File: config.mk
export PLATFORM = sky130hd
export DESIGN_NAME = ram_n_flat
export DESIGN_NICKNAME = d
export VERILOG_FILES = /design/src/rtl/ram_n_pkg.sv /design/src/rtl/ram_n_if.sv /design/src/rtl/ram_n_register.sv /design/src/rtl/ram_n.sv /design/src/flat_wrapper.sv
export SDC_FILE = /design/constraint.sdc
export NUM_CORES = 1
export LEC_CHECK = 0
export ABC_AREA = 1
export CAP_MARGIN = 10
export CORE_MARGIN = 2
export CORE_UTILIZATION = 60
export CTS_CLUSTER_SIZE = 24
export DETAILED_ROUTE_END_ITERATION = 10
export PLACE_DENSITY = 0.91
export SLEW_MARGIN = 40
export SYNTH_ARGS = -nofsm -noshare
export SYNTH_HDL_FRONTEND = slang
export SYNTH_SLANG_ARGS = --single-unit
export TNS_END_PERCENT = 5
File: constraint.sdc
create_clock -name clk -period 6.3 [get_ports clk]
set_input_delay 0.63 -clock clk [delete_from_list [all_inputs] [get_ports clk]]
set_output_delay 0.63 -clock clk [all_outputs]
set_load 0.005 [all_outputs]
File: src/rtl/ram_n_pkg.sv
// Shared Hack definitions used by the RAM banks: word width and the
// two-state sweep/run encoding.
package hack_pkg;

  localparam int HACK_WORD_W = 16;

  typedef enum logic [0:0] {
    RAM_INIT = 1'b0,
    RAM_RUN  = 1'b1
  } ram_state_t;

endpackage

File: src/rtl/ram_n_if.sv
// Access bus of a ram_n bank: write data/enable, address, clear request
// from the memory-map side; read data and ready flag back from the bank.
interface ram_n_if #(
  parameter int WIDTH = hack_pkg::HACK_WORD_W,
  parameter int DEPTH = 8
) ();

  localparam int ADDR_W = $clog2(DEPTH);

  logic [WIDTH-1:0]  in;
  logic              load;
  logic [ADDR_W-1:0] address;
  logic              clr;
  logic [WIDTH-1:0]  out;
  logic              ready;

  modport master (
    output in, load, address, clr,
    input  out, ready
  );

  modport slave (
    input  in, load, address, clr,
    output out, ready
  );

endinterface

File: src/rtl/ram_n_register.sv
// Hack register: WIDTH-bit word that captures `in` on a clock edge when
// `load` is high and otherwise holds. No reset; contents are set by the sweep.
module register #(
  parameter int WIDTH = 16
) (
  input  logic             clk,
  input  logic             load,
  input  logic [WIDTH-1:0] in,
  output logic [WIDTH-1:0] out
);

  logic [WIDTH-1:0] r_q;

  // Word storage: capture on load, otherwise hold.
  always_ff @(posedge clk) begin
    if (load) begin
      r_q <= in;
    end else begin
      r_q <= r_q;
    end
  end

  assign out = r_q;

endmodule

File: src/rtl/ram_n.sv
// Parametrised Hack RAM bank: DEPTH words of WIDTH bits, combinational read,
// synchronous write, with a zeroing sweep after reset or a clr request.
module ram_n
  import hack_pkg::*;
#(
  parameter int WIDTH = HACK_WORD_W,
  parameter int DEPTH = 8
) (
  input  logic     clk,
  input  logic     rst,
  ram_n_if.slave   bus
);

  localparam int                ADDR_W  = $clog2(DEPTH);
  localparam logic [0:0]        ST_INIT = RAM_INIT;
  localparam logic [0:0]        ST_RUN  = RAM_RUN;
  localparam logic [ADDR_W-1:0] LAST    = ADDR_W'(DEPTH - 1);

  logic [0:0]        r_state;
  logic [ADDR_W-1:0] r_ptr;
  logic              r_ready;
  logic              w_run;
  logic [DEPTH-1:0]  w_load;
  logic [WIDTH-1:0]  w_wdata;
  logic [WIDTH-1:0]  w_word [DEPTH];
  logic [WIDTH-1:0]  w_out;

  // Sweep/run sequencing; ptr wraps naturally because DEPTH is a power of two.
  always_ff @(posedge clk) begin
    if (rst) begin
      r_state <= ST_INIT;
      r_ptr   <= '0;
      r_ready <= 1'b0;
    end else begin
      case (r_state)
        ST_INIT: begin
          r_ptr <= r_ptr + ADDR_W'(1);
          if (r_ptr == LAST) begin
            r_state <= ST_RUN;
            r_ready <= 1'b1;
          end
        end
        ST_RUN: begin
          if (bus.clr) begin
            r_state <= ST_INIT;
            r_ptr   <= '0;
            r_ready <= 1'b0;
          end
        end
        default: begin
          r_state <= ST_INIT;
          r_ptr   <= '0;
          r_ready <= 1'b0;
        end
      endcase
    end
  end

  assign w_run   = (r_state == ST_RUN);
  assign w_wdata = w_run ? bus.in : '0;

  // rst blocks every word write so reset never disturbs array contents.
  for (genvar i = 0; i < DEPTH; i++) begin : g_word
    assign w_load[i] = !rst &
                       ((w_run & bus.load & !bus.clr & (bus.address == ADDR_W'(i))) |
                        (!w_run & (r_ptr == ADDR_W'(i))));

    register #(.WIDTH(WIDTH)) u_reg (
      .clk  (clk),
      .load (w_load[i]),
      .in   (w_wdata),
      .out  (w_word[i])
    );
  end

  // Read mux, forced to zero until the sweep has finished.
  always_comb begin
    w_out = '0;
    if (r_ready) begin
      w_out = w_word[bus.address];
    end else begin
      w_out = '0;
    end
  end

  assign bus.out   = w_out;
  assign bus.ready = r_ready;

endmodule

File: src/flat_wrapper.sv
// flat-port wrapper written by rule: the top's interface ports become plain ports
module ram_n_flat import hack_pkg::*;
#(
  parameter int WIDTH = HACK_WORD_W,
  parameter int DEPTH = 8
)
  (clk, rst, bus_in, bus_load, bus_address, bus_clr, bus_out, bus_ready);
  ram_n_if #(.WIDTH(WIDTH), .DEPTH(DEPTH)) bus_i ();
  input  logic clk;
  input  logic rst;
  input wire logic [$bits(bus_i.in)-1:0] bus_in;
  input wire logic [$bits(bus_i.load)-1:0] bus_load;
  input wire logic [$bits(bus_i.address)-1:0] bus_address;
  input wire logic [$bits(bus_i.clr)-1:0] bus_clr;
  output wire logic [$bits(bus_i.out)-1:0] bus_out;
  output wire logic [$bits(bus_i.ready)-1:0] bus_ready;
  assign bus_i.in = bus_in;
  assign bus_i.load = bus_load;
  assign bus_i.address = bus_address;
  assign bus_i.clr = bus_clr;
  assign bus_out = bus_i.out;
  assign bus_ready = bus_i.ready;
  ram_n #(.WIDTH(WIDTH), .DEPTH(DEPTH)) u_core (.clk(clk), .rst(rst), .bus(bus_i));
endmodule
==> flow_summary_export.csv <==
group,metric,value,unit
synthesis,syn-num-nets,563,
global_route,grt_pass1_wl,22490,um
worst_setup_path,reg2reg_slack,3.81,ns
timing,slew_headroom,0.4345,
worst_hold_path,hold_path_depth,2,
cts,clock_latency,0.53,ns
global_route,grt_overflow,0,
synthesis,synth_cells,534,
drt,drt_wl_total,15010,um
timing,tightest_slew,0.8471,ns
cts,post_cts_resized,0,
timing,period_needed,3.664,ns
power_and_ir_drop,vdd_drop_max,0.3154,mV
global_route,grt_pass1_vias,4273,
timing,slew_violations,0,
die,ioPinCount,40,
timing,finalSetupViolCount,0,
worst_setup_path,crit_arrival,3.03,ns
place,hpwl,7133,um
cts,cts_tree,"yes",
die,floorplan.die_area,10310,sq um
worst_hold_path,hp-start,"rst",
worst_setup_path,cp.required,5.67,ns
cts,cts_root_buf,"clkbuf_8",
die,start_util,0.6176,
worst_setup_path,rr_endpoint,"u_core.g_word[0].u_reg.out[3]",
global_route,antenna_found_initial,0,
worst_setup_path,rr_worst_depth,4,
worst_setup_path,path_max_fanout,20,
timing,fin_crit_sh,0.5815,
worst_setup_path,critPathKind,"in2out",
worst_setup_path,critPathLaunchType,"primary input",
timing,hold_ws,0.5344,ns
timing,hold_viol_final,0,
timing,fin_tns_setup,0,ns
drt,final_antenna_net_count,0,
worst_hold_path,worstHoldPathType,"in2reg",
global_route,grt_max_degree,37,
synthesis,synth_seq_cells,133,
cells_and_area,area_growth,20.48,%
die,die_x,101.5,um
cts,clkTransAtPathRegs,0.06,ns
cells_and_area,drive_gt1_frac,0.08718,
place,gp_congestion,0.7764,
worst_hold_path,min_to,"u_core.r_ptr[2]",
cts,cts_setup_buffers,0,
cts,h-tree-depth,4,
die,num_rows,35,
worst_setup_path,regToRegStartpoint,"u_core.r_state",
power_and_ir_drop,p_leak,2.716,nW
drt,dr.pass1.iters,5,
place,dp.cells,682,
cts,clock_sinks,133,
cells_and_area,final_cells,714,
outcome,status,"complete, no violations",
cts,cts_buffer_depth,2,
drt,wl_per_cell,21.03,um
die,core-area,9240,sq um
timing,fmax,0.2730,GHz
synthesis,ys_types,20,
cells_and_area,final_cell_area,6875,sq um
synthesis,synthesis.area,5707,sq um
cells_and_area,utilization,0.7441,
global_route,track_usage,0.3071,
worst_setup_path,critPathCaptureType,"primary output",
power_and_ir_drop,power.total,2.233,mW
synthesis,ys_warn_count,0,
synthesis,synth_area_per_cell,10.69,sq um
timing,rsz0062_at_grt,"false",
cts,postCtsHoldBufs,0,
drt,dr.first_iter.drc_count,473,
die,fp.dieH,101.5,um
timing,finClkSkew,0.008014,ns
timing,finalWorstSetupSlack,2.636,ns
job,cap_violations,0,
drt,drc,0,
place,port_buffers,39,
cells_and_area,insertedDiodeCount,0,
cells_and_area,fin_nets,601,
place,dp_slack,2.766,ns
drt,via_per_inst,5.944,
synthesis,synth_seq_area_share,0.6911,
cts,numCtsBuffers,17,
drt,vias,4244,
power_and_ir_drop,power_density,324.8,nW/um^2
place,placed_area,6208,sq um
-- critical path, cell delays in order --
cell	delay [ns]
clkdlybuf4s50_1	0.49
buf_4	0.33
inv_2	0.26
nor2_8	0.38
nand2_1	0.13
nand3_1	0.10
nor2_1	0.05
nor2_1	0.13
clkdlybuf4s50_1	0.52
-- sequential cells by signal, indices dropped and copies added, names as in the netlist --
name	count
u_core.bus.ready	1
u_core.g_word.u_reg.out	128
u_core.r_ptr	3
u_core.r_state	1
-- worst max path at each step --
| stage | start | endpoint | slack [ns] | depth (start not counted) |
|---|---|---|---|---|
| 6_report | bus_address[1] | bus_out[7] | 2.64 | 9 |
| 5_1_grt | bus_address[1] | bus_out[15] | 2.56 | 9 |
| 4_1_cts | bus_address[1] | bus_out[15] | 2.67 | 9 |
| 3_5_place_dp | bus_address[1] | bus_out[7] | 2.77 | 9 |
| 3_3_place_gp | bus_address[1] | u_core.g_word[6].u_reg.out[1] | 2.80 | 6 |
| 2_1_floorplan | bus_address[0] | u_core.g_word[5].u_reg.out[0] | 3.88 | 6 |
-- metal layers --
layer	part of all wire	global-route usage
met1	0.35	0.3689
met2	0.49	0.5111
met3	0.11	0.07039
met4	0.055	0.1767
met5	0	0
-- cell usage in the layout, fill, tap and decap left out, types with 4 or more instances in the layout --
cell             netlist  routed
ha_1                   6       6
inv_6                  2       5
clkbuf_16              0      16
inv_1                 23      23
nand3_1               40      40
a21oi_4                0       8
dfxtp_1                5       4
clkdlybuf4s50_1        0      37
bufinv_16              0       6
nor2_1                36      36
nand2_1              252     252
edfxtp_1             128     128
-- cells by family (layout without fill, tap and decap cells) --
group	count (synthesis)	after routing	share of synthesized area
AOI/OAI and AO/OA	14	14	0.01337
DFF	133	133	0.6911
buffers and inverters	48	99	0.04451
and+or+nand+nor	333	333	0.2379
adders and majority gates	6	6	0.01315
-- final cells by class --
class                      instances  area [sq um]
multi-input combinational        353          1599
clock inverter                    15         250.2
inverter                          26         107.6
clock buffer                      17         414.1
tap                              129         161.4
sequential                       133          3945
timing repair buffer              41         397.9
fill                             512          2365
-- report_power, final --
group	internal [mW]	leakage (nW)	switching, mW	total (mW)
combinational	0.0393	1.16	0.0872	0.126
clock	0.726	0.313	0.388	1.11
sequential	0.983	1.24	0.00944	0.992
total	1.75	2.72	0.485	2.23
-- Yosys cell counts --
master / instances / area (sq um)
inv_6: 2 / 17.52
a21oi_1: 11 / 55.05
buf_6: 4 / 45.04
nand2_4: 1 / 11.26
nand2_1: 252 / 945.9
a211oi_1: 2 / 15.01
nor3_1: 1 / 5.000
dfxtp_1: 5 / 100.1
buf_2: 3 / 15.01
inv_2: 1 / 3.750
buf_4: 8 / 60.06
inv_1: 23 / 86.33
edfxtp_1: 128 / 3844
ha_1: 6 / 75.07
nand3_1: 40 / 200.2
nor2_1: 36 / 135.1
nor2_8: 3 / 60.06
clkbuf_1: 3 / 11.26
o22ai_1: 1 / 6.260
buf_1: 4 / 15.01
Power figures use the tool's default switching activity.
